[config.mk]
export PLATFORM = sky130hd
export DESIGN_NAME = vga_timing_gen_flat
export DESIGN_NICKNAME = d
export VERILOG_FILES = /design/src/rtl/vga_if.sv /design/src/rtl/vga_timing_gen.sv /design/src/flat_wrapper.sv
export SDC_FILE = /design/constraint.sdc
export NUM_CORES = 1
export LEC_CHECK = 0
export ABC_CLOCK_PERIOD_IN_PS = 5200
export BUFFER_PORTS_ARGS = -buffer_cell sky130_fd_sc_hd__buf_4
export CAP_MARGIN = 20
export CORE_ASPECT_RATIO = 1.4
export CORE_MARGIN = 2
export CORE_UTILIZATION = 55
export DETAILED_ROUTE_END_ITERATION = 16
export PLACE_DENSITY_LB_ADDON = 0.05
export SLEW_MARGIN = 15
export SYNTH_ARGS = -nofsm -noshare
export SYNTH_HDL_FRONTEND = slang
export SYNTH_SLANG_ARGS = --single-unit
[constraint.sdc]
create_clock -name clk -period 5.2 [get_ports clk]
set_input_delay 0.26 -clock clk [delete_from_list [all_inputs] [get_ports clk]]
set_output_delay 0.26 -clock clk [all_outputs]
set_load 0.01 [all_outputs]
[src/rtl/vga_if.sv]
// vga_if: groups the VGA generator's enable, color input, counters, strobes and pin outputs.
interface vga_if;
  logic        en;
  logic [7:0]  color_in;
  logic [9:0]  hc;
  logic [9:0]  vc;
  logic        pix_tick;
  logic        line_start;
  logic        frame_start;
  logic [15:0] frame_cnt;
  logic        hsync;
  logic        vsync;
  logic [2:0]  red;
  logic [2:0]  green;
  logic [1:0]  blue;
  modport master (
    input  en, color_in,
    output hc, vc, pix_tick, line_start, frame_start, frame_cnt, hsync, vsync, red, green, blue
  );
  modport slave (
    output en, color_in,
    input  hc, vc, pix_tick, line_start, frame_start, frame_cnt, hsync, vsync, red, green, blue
  );
endinterface

[src/rtl/vga_timing_gen.sv]
// vga_timing_gen: pixel divider, h/v counters, strobes and one-pixel-delayed sync/color output stage.
module vga_timing_gen #(
  parameter int CLK_DIV     = 2,
  parameter int H_ACTIVE    = 640,
  parameter int H_FP        = 16,
  parameter int H_SYNC      = 96,
  parameter int H_BP        = 48,
  parameter int V_ACTIVE    = 480,
  parameter int V_FP        = 10,
  parameter int V_SYNC      = 2,
  parameter int V_BP        = 33,
  parameter bit SYNC_ACTIVE = 1'b0
) (
  input  logic  clk,
  input  logic  rst_n,
  vga_if.master bus
);
  localparam int H_TOTAL = H_ACTIVE + H_FP + H_SYNC + H_BP;
  localparam int V_TOTAL = V_ACTIVE + V_FP + V_SYNC + V_BP;
  localparam int DW = CLK_DIV > 1 ? $clog2(CLK_DIV) : 1;
  localparam logic [DW-1:0] DIV_LAST = DW'(CLK_DIV - 1);
  logic [DW-1:0] div_q, div_d;
  logic [9:0]    hc_q, hc_d, vc_q, vc_d;
  logic [15:0]   frame_cnt_q, frame_cnt_d;
  logic [7:0]    rgb_q, rgb_d;
  logic          hsync_q, hsync_d, vsync_q, vsync_d;
  logic          tick, h_wrap, v_wrap, active, hs_raw, vs_raw;
  // rst_n gates the tick so CLK_DIV=1 cannot strobe while held in reset
  always_comb begin
    tick        = rst_n && bus.en && (div_q == DIV_LAST);
    h_wrap      = hc_q == 10'(H_TOTAL - 1);
    v_wrap      = vc_q == 10'(V_TOTAL - 1);
    active      = (hc_q < 10'(H_ACTIVE)) && (vc_q < 10'(V_ACTIVE));
    hs_raw      = (hc_q >= 10'(H_ACTIVE + H_FP)) && (hc_q < 10'(H_ACTIVE + H_FP + H_SYNC));
    vs_raw      = (vc_q >= 10'(V_ACTIVE + V_FP)) && (vc_q < 10'(V_ACTIVE + V_FP + V_SYNC));
    div_d       = bus.en ? ((div_q == DIV_LAST) ? '0 : div_q + DW'(1)) : div_q;
    hc_d        = tick ? (h_wrap ? 10'd0 : hc_q + 10'd1) : hc_q;
    vc_d        = (tick && h_wrap) ? (v_wrap ? 10'd0 : vc_q + 10'd1) : vc_q;
    frame_cnt_d = frame_cnt_q + 16'(tick && h_wrap && v_wrap);
    hsync_d     = tick ? (hs_raw ? SYNC_ACTIVE : !SYNC_ACTIVE) : hsync_q;
    vsync_d     = tick ? (vs_raw ? SYNC_ACTIVE : !SYNC_ACTIVE) : vsync_q;
    rgb_d       = tick ? (active ? bus.color_in : 8'h00) : rgb_q;
  end
  always_ff @(posedge clk or negedge rst_n) begin
    if (!rst_n) begin
      div_q       <= '0;
      hc_q        <= '0;
      vc_q        <= '0;
      frame_cnt_q <= '0;
      hsync_q     <= !SYNC_ACTIVE;
      vsync_q     <= !SYNC_ACTIVE;
      rgb_q       <= '0;
    end else begin
      div_q       <= div_d;
      hc_q        <= hc_d;
      vc_q        <= vc_d;
      frame_cnt_q <= frame_cnt_d;
      hsync_q     <= hsync_d;
      vsync_q     <= vsync_d;
      rgb_q       <= rgb_d;
    end
  end
  assign bus.pix_tick    = tick;
  assign bus.line_start  = tick && h_wrap;
  assign bus.frame_start = tick && h_wrap && v_wrap;
  assign bus.hc          = hc_q;
  assign bus.vc          = vc_q;
  assign bus.frame_cnt   = frame_cnt_q;
  assign bus.hsync       = hsync_q;
  assign bus.vsync       = vsync_q;
  assign bus.red         = rgb_q[7:5];
  assign bus.green       = rgb_q[4:2];
  assign bus.blue        = rgb_q[1:0];
endmodule

[src/flat_wrapper.sv]
// flat-port wrapper written by rule: the top's interface ports become plain ports
module vga_timing_gen_flat 
#(
  parameter int CLK_DIV     = 2,
  parameter int H_ACTIVE    = 640,
  parameter int H_FP        = 16,
  parameter int H_SYNC      = 96,
  parameter int H_BP        = 48,
  parameter int V_ACTIVE    = 480,
  parameter int V_FP        = 10,
  parameter int V_SYNC      = 2,
  parameter int V_BP        = 33,
  parameter bit SYNC_ACTIVE = 1'b0
)
  (clk, rst_n, bus_en, bus_color_in, bus_hc, bus_vc, bus_pix_tick, bus_line_start, bus_frame_start, bus_frame_cnt, bus_hsync, bus_vsync, bus_red, bus_green, bus_blue);
  vga_if bus_i ();
  input  logic clk;
  input  logic rst_n;
  input wire logic [$bits(bus_i.en)-1:0] bus_en;
  input wire logic [$bits(bus_i.color_in)-1:0] bus_color_in;
  output wire logic [$bits(bus_i.hc)-1:0] bus_hc;
  output wire logic [$bits(bus_i.vc)-1:0] bus_vc;
  output wire logic [$bits(bus_i.pix_tick)-1:0] bus_pix_tick;
  output wire logic [$bits(bus_i.line_start)-1:0] bus_line_start;
  output wire logic [$bits(bus_i.frame_start)-1:0] bus_frame_start;
  output wire logic [$bits(bus_i.frame_cnt)-1:0] bus_frame_cnt;
  output wire logic [$bits(bus_i.hsync)-1:0] bus_hsync;
  output wire logic [$bits(bus_i.vsync)-1:0] bus_vsync;
  output wire logic [$bits(bus_i.red)-1:0] bus_red;
  output wire logic [$bits(bus_i.green)-1:0] bus_green;
  output wire logic [$bits(bus_i.blue)-1:0] bus_blue;
  assign bus_i.en = bus_en;
  assign bus_i.color_in = bus_color_in;
  assign bus_hc = bus_i.hc;
  assign bus_vc = bus_i.vc;
  assign bus_pix_tick = bus_i.pix_tick;
  assign bus_line_start = bus_i.line_start;
  assign bus_frame_start = bus_i.frame_start;
  assign bus_frame_cnt = bus_i.frame_cnt;
  assign bus_hsync = bus_i.hsync;
  assign bus_vsync = bus_i.vsync;
  assign bus_red = bus_i.red;
  assign bus_green = bus_i.green;
  assign bus_blue = bus_i.blue;
  vga_timing_gen #(.CLK_DIV(CLK_DIV), .H_ACTIVE(H_ACTIVE), .H_FP(H_FP), .H_SYNC(H_SYNC), .H_BP(H_BP), .V_ACTIVE(V_ACTIVE), .V_FP(V_FP), .V_SYNC(V_SYNC), .V_BP(V_BP), .SYNC_ACTIVE(SYNC_ACTIVE)) u_core (.clk(clk), .rst_n(rst_n), .bus(bus_i));
endmodule
======== Word-level counts from Yosys, hierarchy flattened ========
Cells that the tools add are included.
cells by class
  add/sub/neg operators ................... 4
  $lt $le $gt $ge ......................... 6
  eq/ne operators ......................... 2
  mux-type cells .......................... 6
  reduce and logical (&&, ||, !) cells .... 7
operators with widths
  cell                     count
  $add A10 B1 Y10 const B  2
  $eq A10 B10 Y1 const B   2
  $lt A10 B10 Y1 const B   2
  $lt A10 B9 Y1 const B    2
  $mux W10                 2
  $add A16 B1 Y16          1
  $ge A10 B10 Y1 const B   1
  $ge A10 B9 Y1 const B    1
  $mux W8                  1
  $logic_and A1 B1 Y1      7
  $mux W1                  3
  $add A1 B1 Y1 const B    1
word-level totals
  register bits ........................... 47
  bits of input ports ..................... 11
  output and inout port bits .............. 49
  logic and storage cells ................. 32

======== Longest topological paths before layout ========
Gate-level depths: netlist (run 1).
  word-level depth ........................ 5
  mapped depth ............................ 11
  depth with buffers taken out ............ 11

======== Worst setup path before layout (run 1) ========
OpenSTA, ideal clock, no wires.
  path type ............................... register to register
  start point ............................. register u_core.vc_q[4] (netlist: u_core.bus.vc[4])
  end point ............................... register u_core.frame_cnt_q[13] (netlist: u_core.bus.frame_cnt[13])
  setup time .............................. 0.125 ns
  data arrival time ....................... 2.548 ns
  setup slack ............................. 2.527 ns
  cell stages (with the launch flop) ...... 9
  clock period less this slack ............ 2.673 ns
  path through ............................ dfrtp_1 > or3_1 > or4_1 > nor2_1 > ha_1 > nand3_1 > nor3_1 > nand3_1 > xnor2_1
on the way
  word-level cells in the longest chain between the ends .. 3
ends and longest elaborated chain
  item                        line                  source
  start: declaration          vga_timing_gen.sv:23  logic [9:0] hc_q, hc_d, vc_q, vc_d;
  start signal: assignment    vga_timing_gen.sv:56  vc_q <= vc_d;
  $eq A10 B10 Y1              vga_timing_gen.sv:32  v_wrap = vc_q == 10'(V_TOTAL - 1);
  $logic_and A1 B1 Y1         -
  via bus_frame_start         flat_wrapper.sv:25    output wire logic [$bits(bus_i.frame_start)-1:0] bus_frame_start;
  $add A16 B1 Y16             vga_timing_gen.sv:39  frame_cnt_d = frame_cnt_q + 16'(tick && h_wrap && v_wrap);
  via u_core.frame_cnt_d[13]  vga_timing_gen.sv:24  logic [15:0] frame_cnt_q, frame_cnt_d;
  end signal: assignment      vga_timing_gen.sv:57  frame_cnt_q <= frame_cnt_d;
  end: declaration            vga_timing_gen.sv:24
The timed path passes the listed nets, and every way through them passes these cells.
A chain may end at the register's enable or synchronous reset.

======== Final worst setup path (run 1) ========
  start point ............................. input rst_n
  end point ............................... register u_core.frame_cnt_q[15] (netlist: u_core.bus.frame_cnt[15])
on the way
  word-level cells in the longest chain between the ends .. 5
ends and longest elaborated chain
  item                              line                  source
  start: declaration                flat_wrapper.sv:18    input logic rst_n;
  $logic_and A1 B1 Y1 (2 in a row)  vga_timing_gen.sv:30  tick = rst_n && bus.en && (div_q == DIV_LAST);
  $logic_and A1 B1 Y1 (2 in a row)  vga_timing_gen.sv:39
  $add A16 B1 Y16                   vga_timing_gen.sv:39
  via u_core.frame_cnt_d[15]        vga_timing_gen.sv:24
The timed path passes the listed nets, and every way through them passes these cells.

==> metrics.yaml, run 1 <==
synthFlopType: "dfrtp_1"
hp-class: "in -> reg"
num-fill-cells: 284
tns_ns: 0
synth.area.top_cells: "dfrtp_1, xor2_1, xnor2_1"
insertion_delay_ns: 0.29
r2r_end: "u_core.bus.frame_cnt[15]"
layout.cells.non_filler: 306
min_period_over_period: 0.6540
finalSetupViolCount: 0
vias_per_cell: 5.582
fin_skew_ns: 0.005538
synth_top_area_frac: 0.5269
hp-start: "bus_en"
required_ns: 5.38
dpl-instance-area_um2: 2624
gp_congestion: 0.8517
grt_pass1_wl_um: 7486
antenna_found_initial: 0
wl_per_cell_um: 14.51
cts_tree: "built"
synth_edf_count: 0
root_buffer: "clkbuf_8"
drive_gt1_frac: 0.2765
core_area_um2: 3676
cts.path.max_buffers: 2
overflow: 0
postSynthCellCount: 198
synth_area_leader_cell: "dfrtp_1"
io_buffers: 59
final_antenna_net_count: 0
wl_um: 4440
io_pins: 60
htree_levels: 2
drc: 0
die_area_um2: 4407
grt_use_total: 0.2154
cp.arrival_ns: 3.58
syn_nets: 215
die_w_um: 56.68
hold_viol: 0
ys_seq_elements: 47
path_class: "in -> reg"
min_to: "u_core.div_q"
ys_types: 34
fin_crit_ns: 3.401
finalNetCount: 280
dpl.cell_count: 297
dpl_worst_slack_ns: 1.984
avgSynthCellArea_um2: 10.79
critPathMaxFanout: 48
status: "complete, no violations"
fin_area_um2: 2715
die_h_um: 77.76
worstSetupEndpointType: "register"
power_density_nw_per_um2: 278.9
ir_drop_mv: 0.2842
cp-start-kind: "primary input"
clk_pin_slew_worst_paths_ns: 0.08
setup_ws_ns: 1.799
first_global_vias: 1643
clock_sinks: 47
synth_seq_area_share: 0.5515
reg2reg_from: "u_core.bus.vc[1]"
rsz0062_at_grt: "no"
postCtsSetupBuffers: 0
grt_start_max_net_pins: 49
initial_core_util: 0.5813
synth_warnings: 0
netlist_area_um2: 2137
fmax_mhz: 294.0
holdPathStages: 2
maxCapViolations: 0
async_flop_share: 1.000
firstDrtPassIters: 4
vias: 1708
finalMaxSlewViolations: 0
syn2layout_area_growth_pct: 27.05
worstMarginPinSlew_ns: 0.5773
hpwl_um: 3258
ff2ff_setup_slack_ns: 2.34
row_count: 26
first_iter_violations: 53
num_antenna_cells: 0
reg2reg_depth: 10
leakage_nw: 1.378
cts_inserted_buffers: 5
relSlewSlack: 0.6152
==> per-stage QoR <==
| step | utilization | hold slack, ns | total power [mW] |
|---|---|---|---|
| floorplan | - | -0.03559 | 0.4910 |
| detailed placement | 0.7138 | 0.3055 | 0.5571 |
| global placement | 0.7138 | 0.2983 | 0.5557 |
| finish | 0.7386 | 0.1653 | 0.7571 |
| global route | 0.7386 | 0.1507 | 0.7940 |
| CTS | 0.7386 | 0.1546 | 0.7684 |
==> layer usage <==
metal	part of all wire	up-vias	global-route usage
li1	-	832	-
met2	0.53	45	0.3709
met1	0.41	825	0.2647
met5	0	-	0
met4	0.013	0	0.07381
met3	0.053	6	0.04500
==> flip-flops by register name, summed over array words and instances (netlist names) <==
signal	flops
u_core.div_q	1
u_core.rgb_q	8
u_core.bus.vsync	1
u_core.bus.hc	10
u_core.bus.frame_cnt	16
u_core.bus.hsync	1
u_core.bus.vc	10
==> timing repair <==
action                    in CTS  in global routing
gates resized for setup        0                  0
hold buffers                   1                  0
hold endpoints to repair      45                  0
==> worst max path at each step <==
stage	to	slack [ns]	from
floorplan	u_core.bus.frame_cnt[13]	2.53	u_core.bus.vc[4]
global placement	u_core.bus.frame_cnt[15]	2.08	rst_n
detailed placement	u_core.bus.frame_cnt[15]	1.98	rst_n
CTS	u_core.bus.frame_cnt[15]	1.74	rst_n
global route	u_core.bus.frame_cnt[13]	1.30	rst_n
finish	u_core.bus.frame_cnt[15]	1.80	rst_n
==> kinds of logic after synthesis <==
group | synth area share
fa+ha+maj | 0.03513
xor+xnor | 0.09426
buf+inv | 0.01815
flops | 0.5515
simple gates | 0.2114
compound gates | 0.08958
==> report_power, final <==
group          switching (mW)  internal [mW]  total, mW
clock                   0.113         0.0944      0.207
combinational          0.0599         0.0587      0.119
sequential             0.0321          0.399      0.431
==> synth_stat cells, types with 2 or more instances <==
cell and n:
a22o_1 8, and2_1 2, and3_1 7, dfrtp_1 45
dfstp_2 2, ha_1 6, inv_1 7, nand2_1 24
nand3_1 12, nand4_1 8, nor2_1 11, nor3_1 5
nor4_1 2, o211ai_1 2, o21ai_0 11, o31ai_1 3
or3_1 2, or4_1 4, xnor2_1 11, xor2_1 12
==> placed cells by master, fill, tap and decap left out, types with 2 or more instances in the layout <==
cell type,instances
clkbuf_8,5
inv_1,7
o21ai_0,11
dfstp_2,2
ha_1,6
a22o_1,8
nand4_1,8
nor2_1,11
dfrtp_1,45
xnor2_1,11
and3_1,7
buf_4,59
clkbuf_1,2
and2_1,2
nand3_1,12
o211ai_1,2
nor4_1,2
xor2_1,12
nand2_1,24
o31ai_1,3
or3_1,2
nor3_1,5
or4_1,4
==> critical path, stage by stage <==
cell,delay [ns]
dlygate4sd3_1,0.52
buf_4,0.49
nand3_2,0.37
inv_2,0.25
nand4_2,0.30
nor2_1,0.25
ha_1,0.19
nand3_1,0.16
nor3_1,0.46
nand3_1,0.16
xnor2_1,0.16
==> final cells by class <==
type                    count  area, µm²  share of cell area
clock buffers               7      76.32             0.02811
clock inverters             1      5.005            0.001843
inverters                   8      30.03             0.01106
multi-input cells         141      919.6              0.3387
flip-flops and latches     47       1179              0.4341
well taps                  42      52.55             0.01935
repair buffers             60      452.9              0.1668
Note: power is estimated with default switching activity, not from simulation.
==> run 2, diff against run 1 <==
--- a/config.mk
+++ b/config.mk
@@ -5,12 +5,12 @@
 export SDC_FILE = /design/constraint.sdc
 export NUM_CORES = 1
 export LEC_CHECK = 0
-export ABC_CLOCK_PERIOD_IN_PS = 5200
+export ABC_CLOCK_PERIOD_IN_PS = 2800
 export BUFFER_PORTS_ARGS = -buffer_cell sky130_fd_sc_hd__buf_4
 export CAP_MARGIN = 20
 export CORE_ASPECT_RATIO = 1.4
 export CORE_MARGIN = 2
-export CORE_UTILIZATION = 55
+export CORE_UTILIZATION = 46
 export DETAILED_ROUTE_END_ITERATION = 16
 export PLACE_DENSITY_LB_ADDON = 0.05
 export SLEW_MARGIN = 15
==> constraint.sdc (replaced) <==
create_clock -name clk -period 2.8 [get_ports clk]
set_input_delay 0.14 -clock clk [delete_from_list [all_inputs] [get_ports clk]]
set_output_delay 0.14 -clock clk [all_outputs]
set_load 0.01 [all_outputs]
==> run 2 against run 1 <==
  * Core utilization fell by 11 points
  * Routed wire length rose by 6.2%
  * Die area grew 18%
  * Critical path type is now reg -> reg
  * Total power grew 92%
  * First-iteration DRC count up 89%
  * Clock power up 110%
  * Clock skew rose by 0.0059 ns
  * Sequential power increased by 85%
  * Count of clock-buffer cells in the layout decreased by 1
  * Sequential share of layout area fell by 1.6 points
  * Critical path depth unchanged
  * Via count increased by 0.47%
==> metrics.yaml, run 2 (same netlist as run 1, synthesis figures left out) <==
gp_congestion: 0.8589
clk_pin_slew_worst_paths_ns: 0.09
leakage_nw: 1.415
cp.arrival_ns: 2.79
final_cell_mix: "buf_4, dfrtp_1, nand2_1"
grt_start_max_net_pins: 48
cts_inserted_buffers: 5
power_density_nw_per_um2: 515.5
die_area_um2: 5215
syn2layout_area_growth_pct: 32.03
wl_per_cell_um: 14.20
required_ns: 3.02
finalCoreUtilization: 0.6271
drive_gt1_frac: 0.3148
power.internal_mw: 1.055
p_comb_frac: 0.155
path_class: "reg -> reg"
cp_slowest_cell: "or4_4"
die_h_um: 84.65
critPathMostFrequentCell: "ha_1"
grt_use_total: 0.1988
p_sw_frac: 0.2746
largest_register_ffs: 16
reg2reg_from: "u_core.bus.vc[1]"
final_common_cell: "buf_4"
critPathMaxFanout: 5
ff2ff_setup_slack_ns: 0.23
dpl_worst_slack_ns: 0.1268
slowest_delay_ns: 0.53
hp-class: "in -> reg"
cts_tree: "built"
vias_per_cell: 5.169
finalNetCount: 286
min_to: "u_core.div_q"
first_global_vias: 1699
firstDrtPassIters: 4
first_iter_violations: 100
holdPathStages: 2
core_area_um2: 4499
relSlewSlack: 0.6120
root_buffer: "clkbuf_8"
hold_viol: 0
seqPwrFrac: 0.549
final_antenna_net_count: 0
row_count: 29
min_period_over_period: 0.9169
hpwl_um: 3491
setup_ws_ns: 0.2326
r2r_end: "u_core.bus.frame_cnt[8]"
clock_sinks: 47
p_clk_frac: 0.297
wl_um: 4714
worstSetupEndpointType: "register"
initial_core_util: 0.4750
hp-start: "bus_en"
maxCapViolations: 0
antenna_found_initial: 0
fin_crit_ns: 2.567
num_antenna_cells: 0
finalMaxSlewViolations: 0
vias: 1716
finalSetupViolCount: 0
drc: 0
htree_levels: 2
fin_skew_ns: 0.01139
worstMarginPinSlew_ns: 0.5819
insertion_delay_ns: 0.30
cts.path.max_buffers: 2
die_w_um: 61.61
grt_pass1_wl_um: 7872
io_pins: 60
fmax_mhz: 389.5
io_buffers: 59
cp_cell_sequence: "inv_1, ha_1, nand4_1, or4_4, nor2_1, ha_1, ha_1, nand2_1, nor2_1, and3_1, xor2_1"
reg2reg_depth: 11
status: "complete, no violations"
overflow: 0
rsz0062_at_grt: "no"
cp-start-kind: "register"
postCtsSetupBuffers: 0
power_switching_mw: 0.3994
ir_drop_mv: 0.3808
tns_ns: 0
==> run 2: changes by cell type in the layout (fill, tap and decap cells not counted), moves of 2 or more <==
cell	delta
buf_4	+6
clkbuf_1	-2
nor3_1	-2
nor3_2	+2
==> run 2: per-stage QoR <==
stage          hold WS [ns]  power (mW)  std cells  area (µm²)
3_5_place_dp         0.3237       1.040        323        2694
3_3_place_gp         0.3239       1.039        323        2694
4_1_cts             0.01473       1.478        332        2803
6_report            0.02607       1.455        332        2821
2_1_floorplan       -0.1556      0.9118        198        2137
5_1_grt             0.01521       1.539        332        2821
==> run 2: critical path: cells and delay by family (launching register included) <==
family | cells | cell delay [ns]
DFF | 1 | 0.44
adders and majority gates | 3 | 0.57
xor gates and xnor gates | 1 | 0.14
buffers and inverters | 1 | 0.11
and+or+nand+nor | 6 | 1.24
==> run 2: worst max-delay path by stage <==
stage	startpoint	end	cells after the start
CTS	u_core.bus.vc[1]	u_core.bus.frame_cnt[10]	11
floorplan	u_core.bus.vc[4]	u_core.bus.frame_cnt[13]	8
detailed placement	u_core.bus.vc[1]	u_core.bus.frame_cnt[10]	11
finish	u_core.bus.vc[1]	u_core.bus.frame_cnt[8]	11
global route	u_core.bus.vc[1]	u_core.bus.frame_cnt[8]	11
global placement	u_core.bus.vc[1]	u_core.bus.frame_cnt[12]	11
==> run 2: power groups by stage <==
stage                     Combinational (mW)  Clock, mW  Sequential, mW
after floorplan                       0.0873          0           0.824
after global placement                 0.226          0           0.813
after detailed placement               0.229          0           0.811
after CTS                              0.230      0.449           0.799
after global routing                   0.247      0.485           0.807
final                                  0.225      0.431           0.798
==> run 2: cell type report <==
cell class / instances / area, µm²
fillers: 405 / 1678
clock buffers: 6 / 82.58
repair buffers: 66 / 498.0
multi-input cells: 141 / 938.4
inverters: 8 / 30.03
clock inverters: 2 / 16.27
flip-flops and latches: 47 / 1179
well taps: 62 / 77.57
==> run 2: timing repair <==
item / CTS / global route
endpoints found under the hold margin: 34 / 0
endpoints found under the setup margin: 0 / 6
hold buffers: 1 / 0
gates resized for setup: 0 / 4
==> run 2: layer usage <==
metal	track usage	wire length, µm
met1	0.2490	1952
met2	0.3311	2559
met3	0.04006	165
met4	0.06770	37
met5	0	0
